`src/rtl/dcj11_pkg.sv`:
```
// Shared DCJ11 bus codes, sequencer state encoding and AIO classification helpers.
package dcj11_pkg;

    localparam logic [3:0] AIO_WORD_WRITE = 4'b0001;
    localparam logic [3:0] AIO_BYTE_WRITE = 4'b0011;
    localparam logic [3:0] AIO_RMW_NOLOCK = 4'b1000;
    localparam logic [3:0] AIO_RMW_LOCK   = 4'b1001;
    localparam logic [3:0] AIO_DATA_READ  = 4'b1010;
    localparam logic [3:0] AIO_IREAD_REQ  = 4'b1011;
    localparam logic [3:0] AIO_IREAD_DEM  = 4'b1100;
    localparam logic [3:0] AIO_IACK       = 4'b1101;
    localparam logic [3:0] AIO_GP_READ    = 4'b1110;
    localparam logic [3:0] AIO_NIO        = 4'b1111;

    localparam logic [1:0] BS_MEM = 2'b00;
    localparam logic [1:0] BS_SYS = 2'b01;
    localparam logic [1:0] BS_EXT = 2'b10;
    localparam logic [1:0] BS_INT = 2'b11;

    typedef enum logic [2:0] {
        IDLE,
        CPU_ACC,
        CPU_HOLD,
        CPU_NXM,
        HOST_ACC
    } seq_state_t;

    function automatic logic is_mem_read(input logic [3:0] aio);
        return aio inside {AIO_RMW_NOLOCK, AIO_RMW_LOCK, AIO_DATA_READ,
                           AIO_IREAD_REQ, AIO_IREAD_DEM};
    endfunction

    function automatic logic is_mem_write(input logic [3:0] aio);
        return aio inside {AIO_WORD_WRITE, AIO_BYTE_WRITE};
    endfunction

endpackage

```
`src/rtl/dcj11_strobe_sync.sv`:
```
// Two-flop synchroniser for N active-low async strobes; reports one selected edge per strobe.
module dcj11_strobe_sync #(
    parameter int             N        = 3,
    parameter logic [N-1:0]   RISE_SEL = '0
) (
    input  logic         clk_i,
    input  logic         rst_n_i,
    input  logic [N-1:0] strb_n_i,
    output logic [N-1:0] edge_o
);

    // Marks when the second sync stage holds a genuinely sampled value after reset.
    logic [1:0] vld_pipe_q;

    always_ff @(posedge clk_i or negedge rst_n_i) begin
        if (!rst_n_i) vld_pipe_q <= 2'b00;
        else          vld_pipe_q <= {vld_pipe_q[0], 1'b1};
    end

    for (genvar i = 0; i < N; i++) begin : g_strb
        logic s1_q, s2_q, prev_q, armed_q;

        always_ff @(posedge clk_i or negedge rst_n_i) begin
            if (!rst_n_i) begin
                s1_q    <= 1'b1;
                s2_q    <= 1'b1;
                prev_q  <= 1'b1;
                armed_q <= 1'b0;
            end else begin
                s1_q    <= strb_n_i[i];
                s2_q    <= s1_q;
                prev_q  <= s2_q;
                armed_q <= armed_q | (vld_pipe_q[1] & s2_q);
            end
        end

        // A fall only counts once the strobe was seen high after reset.
        assign edge_o[i] = RISE_SEL[i] ? (~prev_q & s2_q)
                                       : (armed_q & prev_q & ~s2_q);
    end

endmodule

```
`src/rtl/dcj11_mem_sequencer.sv`:
```
// DCJ11 strobe-bus cycle sequencer sharing one SRAM port with the Apple II host.
module dcj11_mem_sequencer
    import dcj11_pkg::*;
#(
    parameter int          AW            = 18,
    parameter logic [21:0] MEM_TOP       = 22'o160000,
    parameter int          MEM_WAIT      = 3,
    parameter int          HOST_MAX_WAIT = 4
) (
    input  logic          clk_i,
    input  logic          rst_n_i,
    input  logic [3:0]    cpu_aio_i,
    input  logic [1:0]    cpu_bs_i,
    input  logic [21:0]   cpu_addr_i,
    input  logic          cpu_ale_n_i,
    input  logic          cpu_strb_n_i,
    input  logic          cpu_sctl_n_i,
    output logic          cpu_cont_n_o,
    output logic          cpu_nxm_o,
    input  logic          host_req_i,
    input  logic          host_we_i,
    input  logic [AW-1:0] host_addr_i,
    output logic          host_ack_o,
    output logic          mem_req_o,
    output logic          mem_we_o,
    output logic [1:0]    mem_be_o,
    output logic [AW-1:0] mem_addr_o,
    output logic          mem_src_o
);

    localparam int             WW         = (MEM_WAIT > 1) ? $clog2(MEM_WAIT) : 1;
    localparam int             SW         = $clog2(HOST_MAX_WAIT + 1);
    localparam logic [WW-1:0]  WAIT_LAST  = WW'(MEM_WAIT - 1);
    localparam logic [SW-1:0]  STARVE_MAX = SW'(HOST_MAX_WAIT);

    logic [2:0] edge_w;
    logic       ale_fall, strb_rise, sctl_fall;

    dcj11_strobe_sync #(.N(3), .RISE_SEL(3'b010)) u_sync (
        .clk_i    (clk_i),
        .rst_n_i  (rst_n_i),
        .strb_n_i ({cpu_sctl_n_i, cpu_strb_n_i, cpu_ale_n_i}),
        .edge_o   (edge_w)
    );

    assign ale_fall  = edge_w[0];
    assign strb_rise = edge_w[1];
    assign sctl_fall = edge_w[2];

    logic dec_rd, dec_wr, in_range, dec_mem, dec_nxm;

    assign dec_rd   = is_mem_read(cpu_aio_i);
    assign dec_wr   = is_mem_write(cpu_aio_i);
    assign in_range = cpu_addr_i < MEM_TOP;
    assign dec_mem  = (dec_rd | dec_wr) && cpu_bs_i == BS_MEM && in_range;
    assign dec_nxm  = (dec_rd | dec_wr) &&
                      ((cpu_bs_i == BS_MEM && !in_range) || cpu_bs_i == BS_EXT);

    seq_state_t    state_q, state_d;
    logic [WW-1:0] wait_q, wait_d;
    logic [SW-1:0] starve_q, starve_d;
    logic          pend_q, pend_d;
    logic          nxm_q, nxm_d;
    logic          wr_q, wr_d;
    logic          byte_q, byte_d;
    logic          ready_q, ready_d;
    logic [AW:0]   addr_q, addr_d;
    logic          nio_q, nio_d;
    logic          hblk_q, hblk_d;

    logic cpu_ready, host_ok, last;

    assign cpu_ready = pend_q && !nxm_q && (!wr_q || ready_q);
    assign host_ok   = host_req_i && !hblk_q;
    assign last      = wait_q == WAIT_LAST;

    always_ff @(posedge clk_i or negedge rst_n_i) begin
        if (!rst_n_i) begin
            state_q  <= IDLE;
            wait_q   <= '0;
            starve_q <= '0;
            pend_q   <= 1'b0;
            nxm_q    <= 1'b0;
            wr_q     <= 1'b0;
            byte_q   <= 1'b0;
            ready_q  <= 1'b0;
            addr_q   <= '0;
            nio_q    <= 1'b0;
            hblk_q   <= 1'b0;
        end else begin
            state_q  <= state_d;
            wait_q   <= wait_d;
            starve_q <= starve_d;
            pend_q   <= pend_d;
            nxm_q    <= nxm_d;
            wr_q     <= wr_d;
            byte_q   <= byte_d;
            ready_q  <= ready_d;
            addr_q   <= addr_d;
            nio_q    <= nio_d;
            hblk_q   <= hblk_d;
        end
    end

    always_comb begin
        state_d  = state_q;
        wait_d   = wait_q;
        starve_d = starve_q;
        pend_d   = pend_q;
        nxm_d    = nxm_q;
        wr_d     = wr_q;
        byte_d   = byte_q;
        ready_d  = ready_q;
        addr_d   = addr_q;
        nio_d    = 1'b0;
        hblk_d   = 1'b0;

        if (sctl_fall && pend_q && wr_q) ready_d = 1'b1;

        unique case (state_q)
            IDLE: begin
                wait_d = '0;
                if (pend_q && nxm_q)                      state_d = CPU_NXM;
                else if (cpu_ready && host_ok)
                    state_d = (starve_q == STARVE_MAX) ? HOST_ACC : CPU_ACC;
                else if (cpu_ready)                       state_d = CPU_ACC;
                else if (host_ok && !pend_q)              state_d = HOST_ACC;
            end
            CPU_ACC: begin
                wait_d = wait_q + WW'(1);
                if (last) begin
                    state_d  = CPU_HOLD;
                    wait_d   = '0;
                    starve_d = !host_req_i ? '0 :
                               (starve_q == STARVE_MAX) ? starve_q : starve_q + SW'(1);
                end
            end
            CPU_HOLD, CPU_NXM: begin
                if (strb_rise) begin
                    state_d = IDLE;
                    pend_d  = 1'b0;
                end
            end
            HOST_ACC: begin
                wait_d = wait_q + WW'(1);
                if (last) begin
                    state_d  = IDLE;
                    wait_d   = '0;
                    starve_d = '0;
                    hblk_d   = 1'b1;
                end
            end
            default: state_d = IDLE;
        endcase

        // A fresh ALE replaces any cycle in flight; only a host access runs on.
        if (ale_fall) begin
            pend_d  = dec_mem | dec_nxm;
            nxm_d   = dec_nxm;
            wr_d    = dec_wr;
            byte_d  = cpu_aio_i == AIO_BYTE_WRITE;
            ready_d = sctl_fall;
            addr_d  = cpu_addr_i[AW:0];
            nio_d   = !(dec_mem | dec_nxm);
            if (state_d != HOST_ACC) begin
                state_d = IDLE;
                wait_d  = '0;
            end
        end
    end

    always_comb begin
        cpu_cont_n_o = ~nio_q;
        cpu_nxm_o    = 1'b0;
        host_ack_o   = 1'b0;
        mem_req_o    = 1'b0;
        mem_we_o     = 1'b0;
        mem_be_o     = 2'b00;
        mem_addr_o   = '0;
        mem_src_o    = 1'b0;
        unique case (state_q)
            CPU_ACC: begin
                mem_req_o  = 1'b1;
                mem_we_o   = wr_q;
                mem_be_o   = (wr_q && byte_q) ? (addr_q[0] ? 2'b10 : 2'b01) : 2'b11;
                mem_addr_o = addr_q[AW:1];
            end
            CPU_HOLD: cpu_cont_n_o = 1'b0;
            CPU_NXM: begin
                cpu_cont_n_o = 1'b0;
                cpu_nxm_o    = 1'b1;
            end
            HOST_ACC: begin
                mem_req_o  = 1'b1;
                mem_src_o  = 1'b1;
                mem_we_o   = host_we_i;
                mem_be_o   = 2'b11;
                mem_addr_o = host_addr_i;
                host_ack_o = last;
            end
            default: ;
        endcase
    end

endmodule

```
`config.mk`:
```
export PLATFORM = sky130hd
export DESIGN_NAME = dcj11_mem_sequencer
export DESIGN_NICKNAME = d
export VERILOG_FILES = /design/src/rtl/dcj11_pkg.sv /design/src/rtl/dcj11_strobe_sync.sv /design/src/rtl/dcj11_mem_sequencer.sv
export SDC_FILE = /design/constraint.sdc
export NUM_CORES = 1
export LEC_CHECK = 0
export BUFFER_PORTS_ARGS = -buffer_cell sky130_fd_sc_hd__buf_2
export CAP_MARGIN = 25
export CORE_ASPECT_RATIO = 1.25
export CORE_UTILIZATION = 35
export CTS_BUF_LIST = sky130_fd_sc_hd__clkbuf_16
export CTS_CLUSTER_DIAMETER = 30
export CTS_CLUSTER_SIZE = 10
export DETAILED_ROUTE_END_ITERATION = 6
export MAX_ROUTING_LAYER = met4
export PLACE_DENSITY = 0.59
export SETUP_SLACK_MARGIN = 0.2
export SYNTH_ARGS = -nofsm -noshare
export SYNTH_HDL_FRONTEND = slang
export SYNTH_SLANG_ARGS = --single-unit
export TNS_END_PERCENT = 20
```
`constraint.sdc`:
```
create_clock -name clk_i -period 2.3 [get_ports clk_i]
set_input_delay 0.69 -clock clk_i [delete_from_list [all_inputs] [get_ports clk_i]]
set_output_delay 0.69 -clock clk_i [all_outputs]
set_load 0.005 [all_outputs]
```
==> impl_metrics.yaml, run 1 <==
final_layout:
  final_nets: 365
  fin_area_um2: 2970
  diodes: 0
  nFillCells: 578
  final_common_cell: "buf_2"
  finalNonFillerCells: 393
  final_cell_mix: "78 x buf_2, 67 x nand2_1, 38 x dfrtp_1"
  area_growth_syn_to_layout_pct: 36.5
  drive_above_1_share_pct: 38.3
sta:
  finalHoldViolations: 0
  rsz0062_at_grt: "yes"
  setup_viol: 0
  post-route-period-util_pct: 96.6
  hold_slack_ns: 0.347
  min_period_ns: 2.22
  timing.fmax_ghz: 0.450
  relSlewSlack_pct: 61.0
  tns_ns: 0
  maxSlewViolCount: 0
  clock_skew_ns: 0.00167
  tightestPinTransition_ns: 0.581
power_and_ir_drop:
  power_density_nw_per_um2: 976
  seqPwrFrac_pct: 36.4
  power_frac_clock_pct: 23.7
  p_leak_nw: 1.54
  internal-power_w: 0.00194
  irDropWorstVdd_uv: 383
  power.switching_w: 0.000957
  p_comb_share_pct: 39.9
  power_w: 0.00290
  p_sw_share_pct: 33.0
job:
  drv_cap: 0
setup_path:
  critPathArrivalTime_ns: 1.53
  cp.required_ns: 1.61
  critPathCaptureType: "primary output"
  critPathMaxFanout: 15
  worst_setup_path_start_kind: "flip-flop"
  rr_startpoint: "state_q[2]"
  regToRegEndpoint: "wait_q[0]"
  crit_type: "reg2out"
  r2r_setup_slack_ns: 0.58
  reg2reg_depth: 6
worst_hold_path:
  hp-class: "reg2reg"
  hold_end: "u_sync.vld_pipe_q[1]"
  hp-start: "u_sync.vld_pipe_q[0]"
  holdPathStages: 0
cts:
  cts_root_buffer: "clkbuf_16"
  htree_levels: 2
  clk_pin_slew_ns: 0.06
  cts_sinks: 47
  clk_path_buf_depth: 2
  clock_latency_ns: 0.28
  cts-hold-fix-buffers: 0
  tritoncts: "yes"
  cts_made_buffers: 5
yosys:
  synth_seq_cells: 47
  ys_warn_count: 0
  ys_async_sr_fraction_pct: 100
  synth_top_cell_by_area: "dfrtp_1"
  synth-edff-count: 0
  syn-instance-count: 222
  ys_dominant_reg_cell: "dfrtp_1"
  syn_area_um2: 2180
  synth_area_leaders: "dfrtp_1 44%, nand2_1 12%, dfstp_2 11%, a22o_1 8.9%, nor2_1 1.9%"
  ys_types: 44
  synth.avg_cell_area_um2: 9.80
  yosysSeqAreaShare_pct: 54.6
  syn-num-nets: 277
  netlist.area_leader.share_pct: 43.7
floorplan:
  die_w_um: 72.5
  die_area_um2: 6540
  core_um2: 5900
  rows: 31
  floorplan.initialDensity_pct: 36.9
  fp.dieH_um: 90.2
  io_pins: 79
route:
  vias_per_cell: 4.83
  drt-total-wl_um: 5520
  dr.pass1.iters: 4
  ant_nets: 0
  drtIter0Drc: 125
  drt-wirelength-per-cell_um: 14.1
  vias: 1900
  drc: 0
placed_design:
  dp_cells: 378
  finalWeightedCongestion: 0.808
  dp_hpwl_um: 3760
  portBuffers: 78
  placed_area_um2: 2700
global_routing:
  grt_first_pass_wirelength_um: 8760
  antenna_found_initial: 0
  grt_pass1_vias: 1764
  grt_max_degree: 30
  grt_util_all_layers_pct: 18.1
  grt.overflow.total: 0
outcome:
  outcome: "finished clean"
-- power by group through the flow --
| stage | clock, W | sequential, W | combinational [W] |
|---|---|---|---|
| global placement | 0 | 0.00106 | 0.00100 |
| global route | 0.000754 | 0.00107 | 0.00128 |
| CTS | 0.000711 | 0.00105 | 0.00106 |
| finish | 0.000688 | 0.00106 | 0.00116 |
| floorplan | 0 | 0.00104 | 0.000654 |
| detailed placement | 0 | 0.00106 | 0.00101 |
-- state kept, by name (all words and copies together) (netlist names), 2 cells and up --
name	flops
addr_q	19
starve_q	3
state_q	3
u_sync.g_strb.armed_q	2
u_sync.g_strb.prev_q	3
u_sync.g_strb.s1_q	3
u_sync.g_strb.s2_q	3
u_sync.vld_pipe_q	2
wait_q	2
-- worst max-delay path by stage --
stage                     startpoint             end  slack (ns)  depth (start not counted)
after global routing      state_q[1]  mem_addr_o[13]       0.007                          6
after CTS                 state_q[1]   mem_addr_o[9]        0.07                          4
after detailed placement  state_q[1]   mem_addr_o[9]        0.21                          4
after floorplan           state_q[2]  mem_addr_o[10]        0.33                          4
after global placement    state_q[1]   mem_addr_o[9]        0.23                          4
final                     state_q[1]   mem_addr_o[6]        0.08                          6
-- worst max-delay path, stage by stage (launching register included) --
cell and delay (ns):
dfrtp_1 0.39, buf_6 0.16, nor3_4 0.17, buf_6 0.15, clkbuf_16 0.15, a22o_1 0.12, buf_2 0.10
-- cells in the mapped netlist, drive strengths merged, types with 2 or more instances --
library cell / number
nor3: 3
ha: 2
a21o: 5
a22o: 22
nor2: 11
or3: 2
dfrtp: 38
inv: 7
nand2: 68
and3: 3
nand3: 4
o21ai: 3
a222oi: 2
buf: 6
clkbuf: 6
a21oi: 5
dfstp: 9
nor3b: 3
nor4b: 2
o41ai: 2
nand2b: 2
-- through the flow --
step	utilization [%]	setup slack (ns)
after floorplan	-	0.328
after global placement	45.8	0.231
after detailed placement	45.8	0.205
after CTS	48.6	0.0728
after global routing	50.4	0.00674
final	50.4	0.0781
-- repair_timing --
item                                    4_1_cts  5_1_grt
endpoints found under the setup margin       23       23
resized for setup                             8        6
gates cloned                                  0        2
buffers inserted                              0        5
-- area by class of cell --
type / count / area [um2] / area share [%]
repair buffers: 93 / 578 / 19.5
clock inverters: 3 / 15.0 / 0.506
multi-input cells: 156 / 920 / 31.0
well taps: 82 / 103 / 3.46
flip-flops and latches: 47 / 1190 / 40.0
inverters: 7 / 41.3 / 1.39
clock buffers: 5 / 125 / 4.21
-- cell families after synthesis --
group / Yosys count / synth area share, %
and+or+nand+nor: 105 / 22.1
DFF: 47 / 54.6
AOI/OAI and AO/OA: 45 / 16.7
buffers and inverters: 19 / 3.91
adders and majority gates: 2 / 1.15
muxes: 2 / 0.978
other: 1 / 0.172
xor gates and xnor gates: 1 / 0.403
-- routing by layer --
| layer | routed length, um | part of all wire [%] | global-route usage, % | vias to the layer above |
|---|---|---|---|---|
| met4 | 102 | 1.8 | 7.03 | 0 |
| li1 | - | - | - | 949 |
| met2 | 2780 | 50 | 27.2 | 59 |
| met3 | 248 | 4.5 | 3.92 | 9 |
| met1 | 2390 | 43 | 23.7 | 883 |
| met5 | 0 | 0 | - | - |
(Power assumes the default switching activity.)
==> run 2, diff against run 1 <==
--- a/config.mk
+++ b/config.mk
@@ -7,7 +7,7 @@
 export LEC_CHECK = 0
 export BUFFER_PORTS_ARGS = -buffer_cell sky130_fd_sc_hd__buf_2
 export CAP_MARGIN = 25
-export CORE_ASPECT_RATIO = 1.25
+export CORE_ASPECT_RATIO = 0.6
 export CORE_UTILIZATION = 35
 export CTS_BUF_LIST = sky130_fd_sc_hd__clkbuf_16
 export CTS_CLUSTER_DIAMETER = 30
==> run 2 against run 1 <==
Net effect: via count increased by 2.5%; flip-flop and latch count unchanged; core utilization increased by 1.4 points; highest routed layer unchanged.
==> impl_metrics.yaml, run 2 (synthesis gave the netlist of run 1 again) <==
placed_design:
  dp_slack_ns: 0.145
  portBuffers: 78
  dp_hpwl_um: 3880
  finalWeightedCongestion: 0.874
sta:
  min_period_ns: 2.22
  tns_ns: 0
  setup_slack_ns: 0.0792
  clock_skew_ns: 0.00412
  setup_viol: 0
  post-route-period-util_pct: 96.6
  rsz0062_at_grt: "yes"
  relSlewSlack_pct: 65.9
  finalHoldViolations: 0
  maxSlewViolCount: 0
  timing.fmax_ghz: 0.450
  tightestPinTransition_ns: 0.504
worst_hold_path:
  hp-class: "in2async"
power_and_ir_drop:
  power_w: 0.00298
  p_leak_nw: 1.55
  power_density_nw_per_um2: 998
  irDropWorstVdd_uv: 396
setup_path:
  worst_setup_path_start_kind: "flip-flop"
  path_buf_inv: 3
  worstPathCellList: "buf_6 -> inv_4 -> or3_4 -> o21ai_4 -> buf_2"
  rr_startpoint: "state_q[2]"
  startpoint: "state_q[0]"
  critPathCaptureType: "primary output"
  critPathMaxFanout: 3
  crit_type: "reg2out"
  worst_path_max_delay_cell: "or3_4"
  reg2reg_depth: 6
  critPathArrivalTime_ns: 1.53
  r2r_setup_slack_ns: 0.57
  cp_num_cells: 5
  critPathTopFamily: "simple AND/OR/NAND/NOR gates"
  cp.required_ns: 1.61
  slowest_delay_ns: 0.42
route:
  drc: 0
  vias: 1948
  dr.pass1.iters: 4
  ant_nets: 0
  vias_per_cell: 4.92
  drt-total-wl_um: 5510
  drt-wirelength-per-cell_um: 13.9
  drtIter0Drc: 159
floorplan:
  die_area_um2: 6550
  core_um2: 5780
  floorplan.initialDensity_pct: 37.6
  die_w_um: 104
  io_pins: 79
  rows: 21
  fp.dieH_um: 63.1
final_layout:
  area_growth_syn_to_layout_pct: 37.4
  diodes: 0
  final_nets: 370
  final_cell_mix: "78 x buf_2, 67 x nand2_1, 38 x dfrtp_1"
  largest_register_ff_count: 19
  final_common_cell: "buf_2"
  drive_above_1_share_pct: 39.9
  nFillCells: 554
  regMostFlops: "addr_q"
global_routing:
  grt.overflow.total: 0
  grt_pass1_vias: 1879
  antenna_found_initial: 0
  grt_util_all_layers_pct: 19.0
  grt_max_degree: 27
  grt_first_pass_wirelength_um: 9410
job:
  drv_cap: 0
outcome:
  outcome: "finished clean"
cts:
  htree_levels: 2
  clk_path_buf_depth: 2
  clock_latency_ns: 0.29
  cts_made_buffers: 5
  cts-hold-fix-buffers: 0
  tritoncts: "yes"
  cts_root_buffer: "clkbuf_16"
  cts_sinks: 47
  clk_pin_slew_ns: 0.07
-- run 2: cell types whose count changed in the layout (fill, tap and decap cells not counted), sizes merged --
cell / previous run / this run
inv: 6 / 8
buf: 91 / 98
clkinv: 4 / 1
clkinvlp: 0 / 1
clkbuf: 7 / 5
-- run 2: path summary, 6_finish.rpt --
kind / end
worst max-delay path: mem_be_o[0]
worst min-delay path: starve_q[0]
min in group clk_i: u_sync.vld_pipe_q[1]
worst min register to register: u_sync.vld_pipe_q[1]
worst max register to register: wait_q[0]
max in group asynchronous: u_sync.g_strb[2].s2_q
-- run 2: worst register-to-register path, stage by stage (launching register included) --
cell and delay, ns:
dfrtp_1 0.40, buf_6 0.13, buf_4 0.17, or4_1 0.54, nor3b_2 0.16, a21oi_1 0.09, a21oi_1 0.17
-- run 2: final cells by class --
cell class	count	area (um2)	area share [%]
flip-flops and latches	47	1190	39.7
clock buffers	5	125	4.18
clock inverters	3	27.5	0.921
multi-input cells	156	942	31.5
repair buffers	98	567	19.0
well taps	80	100	3.35
inverters	7	41.3	1.38
-- run 2: what timing repair did --
item | CTS | global route
setup endpoints to repair | 23 | 25
gates resized for setup | 23 | 1
buffers inserted | 8 | 0
pin swaps | 4 | 0
cloned | 3 | 0
-- run 2: report_power, final --
part           internal (W)  switching, W  leakage, nW
clock network      0.000414      0.000322       0.0723
logic              0.000596      0.000600        0.909
registers          0.000958     0.0000945        0.567
total               0.00197       0.00102         1.55
-- run 2: per-stage QoR --
| stage | hold slack (ns) | util, % | std cells | instance area [um2] |
|---|---|---|---|---|
| floorplan | 0.331 | - | 222 | 2180 |
| global placement | 0.335 | 46.4 | 377 | 2680 |
| detailed placement | 0.335 | 46.4 | 377 | 2680 |
| CTS | 0.343 | 51.6 | 396 | 2990 |
| global route | 0.359 | 51.7 | 396 | 2990 |
| finish | 0.334 | 51.7 | 396 | 2990 |
-- run 2: layer usage --
layer	part of all wire, %	track usage [%]
met5	0	-
met1	51	27.0
met2	42	26.4
met3	6.6	6.11
met4	0.47	3.39
